## src/rtl/mux_seq_pkg.sv

```systemverilog
// Shared constants and state encoding for the operand-mux select sequencer.
package mux_seq_pkg;

  localparam int WIDTH = 5;
  localparam int SEL_W = 2;

  typedef enum logic [1:0] {
    S_IDLE  = 2'd0,
    S_LOAD  = 2'd1,
    S_ISSUE = 2'd2,
    S_DONE  = 2'd3
  } state_t;

endpackage

```

## src/rtl/prio_enc4.sv

```systemverilog
// Lowest-set-bit priority encoder over a 4-bit vector; bit 0 has highest priority.
module prio_enc4
  import mux_seq_pkg::*;
(
  input  logic [3:0]       vec,
  output logic [SEL_W-1:0] idx,
  output logic             any_set
);

  always_comb begin
    idx = '0;
    if (vec[0])      idx = 2'd0;
    else if (vec[1]) idx = 2'd1;
    else if (vec[2]) idx = 2'd2;
    else if (vec[3]) idx = 2'd3;
  end

  assign any_set = |vec;

endmodule

```

## src/rtl/mux_sel_sequencer.sv

```systemverilog
// Loads four serial entries into the mux data registers, then walks the mux select
// through the masked entries one handshake at a time and pulses done.
//
//   state   | meaning
//   IDLE    | waiting for start; mask is latched on start
//   LOAD    | capturing four din words into data1..data4
//   ISSUE   | out_valid high; sel points at lowest pending entry
//   DONE    | one-cycle done pulse, then back to IDLE
module mux_sel_sequencer
  import mux_seq_pkg::*;
(
  input  logic             clk,
  input  logic             rst_n,
  input  logic             start,
  input  logic [3:0]       mask,
  input  logic [WIDTH-1:0] din,
  input  logic             din_valid,
  input  logic             out_ready,
  output logic [WIDTH-1:0] data1,
  output logic [WIDTH-1:0] data2,
  output logic [WIDTH-1:0] data3,
  output logic [WIDTH-1:0] data4,
  output logic [SEL_W-1:0] sel,
  output logic             out_valid,
  output logic             busy,
  output logic             done
);

  state_t           state;
  logic [1:0]       load_cnt;
  logic [3:0]       mask_r;
  logic [3:0]       pending;
  logic [SEL_W-1:0] pend_idx;
  logic             pend_any;
  logic [3:0]       pend_hot;
  logic [3:0]       pend_clr;
  logic             last_issue;

  prio_enc4 u_prio_enc (
    .vec     (pending),
    .idx     (pend_idx),
    .any_set (pend_any)
  );

  assign pend_hot   = 4'b0001 << pend_idx;
  assign pend_clr   = pending & ~pend_hot;
  assign last_issue = ~|pend_clr;

  assign out_valid = (state == S_ISSUE);
  assign busy      = (state != S_IDLE);
  assign done      = (state == S_DONE);
  // pending only changes on a handshake edge, so sel is stable while out_ready is low
  assign sel       = (out_valid && pend_any) ? pend_idx : '0;

  always_ff @(posedge clk or negedge rst_n) begin
    if (!rst_n) begin
      state    <= S_IDLE;
      load_cnt <= '0;
      mask_r   <= '0;
      pending  <= '0;
      data1    <= '0;
      data2    <= '0;
      data3    <= '0;
      data4    <= '0;
    end else begin
      case (state)
        S_IDLE: begin
          if (start) begin
            mask_r   <= mask;
            load_cnt <= '0;
            state    <= S_LOAD;
          end
        end
        S_LOAD: begin
          if (din_valid) begin
            case (load_cnt)
              2'd0: data1 <= din;
              2'd1: data2 <= din;
              2'd2: data3 <= din;
              2'd3: data4 <= din;
              default: data1 <= din;
            endcase
            load_cnt <= load_cnt + 2'd1;
            if (load_cnt == 2'd3) begin
              if (mask_r != 4'd0) begin
                pending <= mask_r;
                state   <= S_ISSUE;
              end else begin
                state   <= S_DONE;
              end
            end
          end
        end
        S_ISSUE: begin
          if (out_ready) begin
            pending <= pend_clr;
            if (last_issue) state <= S_DONE;
          end
        end
        S_DONE: state <= S_IDLE;
        default: state <= S_IDLE;
      endcase
    end
  end

endmodule

```

## config.mk

```make
export PLATFORM = sky130hd
export DESIGN_NAME = mux_sel_sequencer
export DESIGN_NICKNAME = d
export VERILOG_FILES = /design/src/rtl/mux_seq_pkg.sv /design/src/rtl/prio_enc4.sv /design/src/rtl/mux_sel_sequencer.sv
export SDC_FILE = /design/constraint.sdc
export NUM_CORES = 1
export LEC_CHECK = 0
export BUFFER_PORTS_ARGS = -buffer_cell sky130_fd_sc_hd__buf_2
export CORE_ASPECT_RATIO = 2
export CORE_MARGIN = 3
export CORE_UTILIZATION = 56
export CTS_CLUSTER_DIAMETER = 40
export DETAILED_ROUTE_END_ITERATION = 12
export PLACE_DENSITY_LB_ADDON = 0.1
export SYNTH_ARGS = -nofsm -noshare
export SYNTH_HDL_FRONTEND = slang
export SYNTH_SLANG_ARGS = --single-unit
export TNS_END_PERCENT = 1
```

## constraint.sdc

```tcl
create_clock -name clk -period 4.3 [get_ports clk]
set_input_delay 0.86 -clock clk [delete_from_list [all_inputs] [get_ports clk]]
set_output_delay 0.86 -clock clk [all_outputs]
set_load 0.01 [all_outputs]
```

* Word level (Yosys, flattened, before mapping)
Cells that the tools add are included.
Storage, ports and cells: flip-flop bits (word level) 32, input port bits 14, output and inout bits 25
Operators by class: $add $sub $neg 1, equal/unequal tests 12, shift-type cells 1, muxes and demuxes 20, bitwise logic cells 2, reduce and logical (&&, ||, !) cells 17
Operators with widths (count):
- 2-to-1 mux 2 bit | 12
- 2-to-1 mux 4 bit | 4
- AND reduction 3 bit | 5
- != test 2 bit, second input constant | 6
- AND reduction 5 bit | 2
- equality test 2 bit, second input constant | 4
- one-hot mux 2 bit (4 select lines) | 1
- one-hot mux 4 bit (2 select lines) | 1
- OR reduction 4 bit | 2
- nonzero test 2 bit | 3
- AND 4 bit | 1
- equality test 2 x 1 -> 1 bit, second input constant | 2
- logical NOT 2 bit | 2
- inverter 4 bit | 1
- one-hot mux 2 bit (2 select lines) | 1
- nonzero test 4 bit | 1
- left shift 1 x 2 -> 4 bit, first input constant | 1
- adder 2 x 1 -> 2 bit, second input constant | 1
- AND reduction 2 bit | 1
- logical AND 1 bit | 1
- 2-to-1 mux 1 bit | 1

* Depth between registers and ports, before layout
word-level depth 11, mapped depth 7, mapped depth without buffers 6

* By module
A second synthesis with hierarchy kept.
Unflattened totals: cells, all modules 133, area total of the unflattened synthesis 1602.8 um^2
By module, submodules not included:
- mux_sel_sequencer | instances 1, cells an instance 126, area each 1567.8 um^2
- prio_enc4 | instances 1, cells an instance 7, area each 35.0 um^2

* Worst setup path before layout
OpenSTA, ideal clock, no wires.
path type register to output, start register state[0], end output port sel[0], data arrival time 1.251 ns, path slack 2.189 ns, stages on the path, launching flop included 5, buffers on the path 1, path through dfrtp_1 inv_1 ha_1 buf_2 nor3b_1
Between the ends: longest elaborated chain between the ends 3
Ends and longest elaborated chain:
- start, declared | RTL line mux_sel_sequencer.sv:29 | state_t state;
- start signal, assigned | RTL line mux_sel_sequencer.sv:57 | state <= S_IDLE;
- start signal, assigned | RTL line mux_sel_sequencer.sv:71 | state <= S_LOAD;
- start signal, assigned | RTL line mux_sel_sequencer.sv:87 | state <= S_ISSUE;
- equality test 2 bit | RTL line mux_sel_sequencer.sv:49 | assign out_valid = (state == S_ISSUE);
- net out_valid | RTL line mux_sel_sequencer.sv:24 | output logic out_valid,
- logical AND 1 bit | RTL line mux_sel_sequencer.sv:53 | assign sel = (out_valid && pend_any) ? pend_idx : '0;
- 2-to-1 mux 2 bit | RTL line mux_sel_sequencer.sv:53
- end, declared | RTL line mux_sel_sequencer.sv:23 | output logic [SEL_W-1:0] sel,
The timed path passes the listed nets, and every way through them passes these cells.

* Worst setup path in the final report
start register state[0], end output port sel[0]
Between the ends: longest elaborated chain between the ends 3
Ends and longest elaborated chain (RTL line):
- equality test 2 bit | mux_sel_sequencer.sv:49
- logical AND 1 bit | mux_sel_sequencer.sv:53
- 2-to-1 mux 2 bit | mux_sel_sequencer.sv:53
No other way between the ends.

==> flow_summary.ini <==
[run_status]
status = finished clean

[final_layout]
num-fill-cells = 188
nets = 189
drive_gt1_share_pct = 44.3
synthToLayoutAreaGrowth_pct = 22.2
n_antenna_cell = 0

[drt]
drc = 0
viasPerCell = 5.55
avgRoutedWirePerCell_um = 15.7
vias = 1083
dr.pass1.iters = 4
ant_nets = 0
drt_iter0_drc = 18
totalWireLength_um = 3070

[synthesis]
synth_seq_cells = 32
synth.distinct_cells = 28
yosys_warnings = 0
synth_area_sq_mm = 0.00154
yosysTopAreaCell = dfrtp_1
seq_area_frac_synth_pct = 52.0
netlist.area_leader.share_pct = 52.0
syn_inst = 123
synth.area.top_cells = dfrtp_1 (52%), mux2_2 (18%), ha_1 (7.3%)
syn-num-nets = 146
syn_avg_cell_area_sq_um = 12.5

[global_route]
antenna_found_initial = 0
grt_max_degree = 33
grt.total_usage_pct = 20.2
grt_pass1_vias = 1123
overflow = 0
grt_pass1_wl_um = 5180

[sta]
tns_ns = 0
layout_min_cycle_time_ns = 2.46
fin_ws_ns = 1.84
setup-violations-final = 0
fin_skew_ns = 0.00497
hold_viol_final = 0
slew_viol_final = 0
rsz0062_at_grt = false
worstMarginPinSlew_ns = 0.703
max_freq_mhz = 406
post-route-period-util_pct = 57.3
relSlewSlack_pct = 53.2

[die]
top_level_ports = 39
die_y_um = 80.1
start_util_pct = 59.1
dieArea_sq_mm = 0.00345
coreArea_sq_mm = 0.00260
die_x_um = 43.1
rows = 26

[critical_path]
crit_required_ns = 3.44
crit_path_end = sel[0]
critPathLaunchType = flip-flop
path_max_fanout = 11
startpoint = state[0]$_DFFE_PN0P_
slowest_stage = dfrtp_1
worstPathBufferInverterCount = 2
reg2reg_to = pending[2]$_DFFE_PN0P_
cpPeakStageDelay_ns = 0.40
rr_worst_depth = 6
ff2ff_setup_slack_ns = 2.39
crit_type = reg -> out
crit_cells = 4
timing.rr.start = state[0]$_DFFE_PN0P_
crit_path_end_kind = output pin
path_cells = inv_1 -> ha_1 -> nor3b_1 -> buf_2
crit_family = flip-flops
critPathArrivalTime_ns = 1.60

[clock_network]
post_cts.repair.setup_buffers = 0
clock_sinks = 32
cts_tree = built
htreeDepth = 2
cts_max_path_buffers = 2
insertion_delay_ns = 0.28
clk_pin_slew_worst_paths_ns = 0.07
cts_buffers = 5
postCtsHoldBufs = 0
clockRootBuffer = clkbuf_8
cts_resized = 0

[place]
gp_congestion = 0.792
io_buffers = 38
dp_hpwl_um = 2310
preCtsSetupSlack_ns = 2.16

[run]
drv_cap = 0

[pwr]
peakVddDrop_mv = 0.426
power.density_mw_per_mm2 = 786
p_leak_nw = 0.950

[min_path]
hold_path.class = reg -> reg
## how the worst min path moves through the flow
stage,start,endpoint,slack [ns],cells after the start
after global routing,data1[1]$_DFFE_PN0P_,data1[1]$_DFFE_PN0P_,0.51,1
final,mask_r[2]$_DFFE_PN0P_,pending[2]$_DFFE_PN0P_,0.50,1
after global placement,data3[1]$_DFFE_PN0P_,data3[1]$_DFFE_PN0P_,0.48,1
after detailed placement,data1[1]$_DFFE_PN0P_,data1[1]$_DFFE_PN0P_,0.49,1
after CTS,data1[1]$_DFFE_PN0P_,data1[1]$_DFFE_PN0P_,0.50,1
after floorplan,mask_r[2]$_DFFE_PN0P_,pending[2]$_DFFE_PN0P_,0.47,1
## worst reg2reg max path: stages, from the launching register on
cell and delay (ns):
dfrtp_1 0.40, inv_1 0.15, ha_1 0.40, mux2i_1 0.15
a311oi_2 0.40, a21oi_1 0.12, a21o_1 0.17
## cell type report
cell class	count	area [sq um]	area share, %
clock buffer	7	96.3	5.12
inverter	10	37.5	2.00
clock inverter	1	30.0	1.60
tap	28	35.0	1.86
timing repair buffer	38	190	10.1
sequential	32	801	42.6
multi-input combinational	79	691	36.7
## cell usage after synthesis (all sizes together)
master and number:
dfrtp 32, mux2 25, inv 10, ha 9, nand2 9, o21ai 6
a21oi 5, nor2 4, nor3b 3, a21o 2, a311oi 2, a32oi 2
buf 2, mux2i 2, a21boi 1, a22oi 1, and2 1, maj3 1
nand2b 1, nand3b 1, nor3 1, o211ai 1, o22ai 1, o311a 1
## registers in the layout (all words and copies together), names as in the netlist
signal / flops
data1: 5
data2: 5
data3: 5
data4: 5
load_cnt: 2
mask_r: 4
pending: 4
state: 2
## routing by layer
metal / part of all wire [%] / wire, um / track usage (%)
met3: 5.1 / 157 / 4.04
met5: 0 / 0 / 0
met2: 57 / 1760 / 37.5
met4: 1.5 / 46 / 10.3
met1: 36 / 1100 / 20.5
## through the flow
stage / total power, W / cell area [sq um] / hold slack [ns] / utilization, % / std cells
after global routing: 0.00159 / 1880 / 0.507 / 72.3 / 195
after global placement: 0.00114 / 1750 / 0.482 / 67.4 / 187
after CTS: 0.00150 / 1880 / 0.503 / 72.3 / 195
final: 0.00148 / 1880 / 0.500 / 72.3 / 195
after floorplan: 0.000968 / 1540 / 0.467 / - / 123
after detailed placement: 0.00118 / 1750 / 0.488 / 67.4 / 187
## power breakdown
part	total (W)	leakage (nW)	internal (W)	switching, W
Combinational	0.000624	0.493	0.000308	0.000316
Clock	0.000313	0.0645	0.000204	0.000108
Sequential	0.000542	0.392	0.000447	0.0000954
Total	0.00148	0.950	0.000959	0.000519
## placed cells by master (no fill, tap or decap), types with 2 or more instances in the layout
master    count
nor3b_1       2
mux2i_1       2
mux2_2       24
a21o_1        2
nand2_1       9
o21ai_0       5
dfrtp_1      32
ha_1          9
clkbuf_8      7
a32oi_1       2
inv_1        10
a21oi_1       5
buf_2        38
nor2_1        4
## cell families after synthesis
family | count (synthesis) | share of synthesized area (%)
and+or+nand+nor | 20 | 6.58
adders and majority gates | 10 | 7.97
DFF | 32 | 52.0
buffers and inverters | 12 | 3.09
muxes | 27 | 19.8
AOI/OAI and AO/OA | 22 | 10.5
Note: power is estimated with default switching activity, not from simulation.
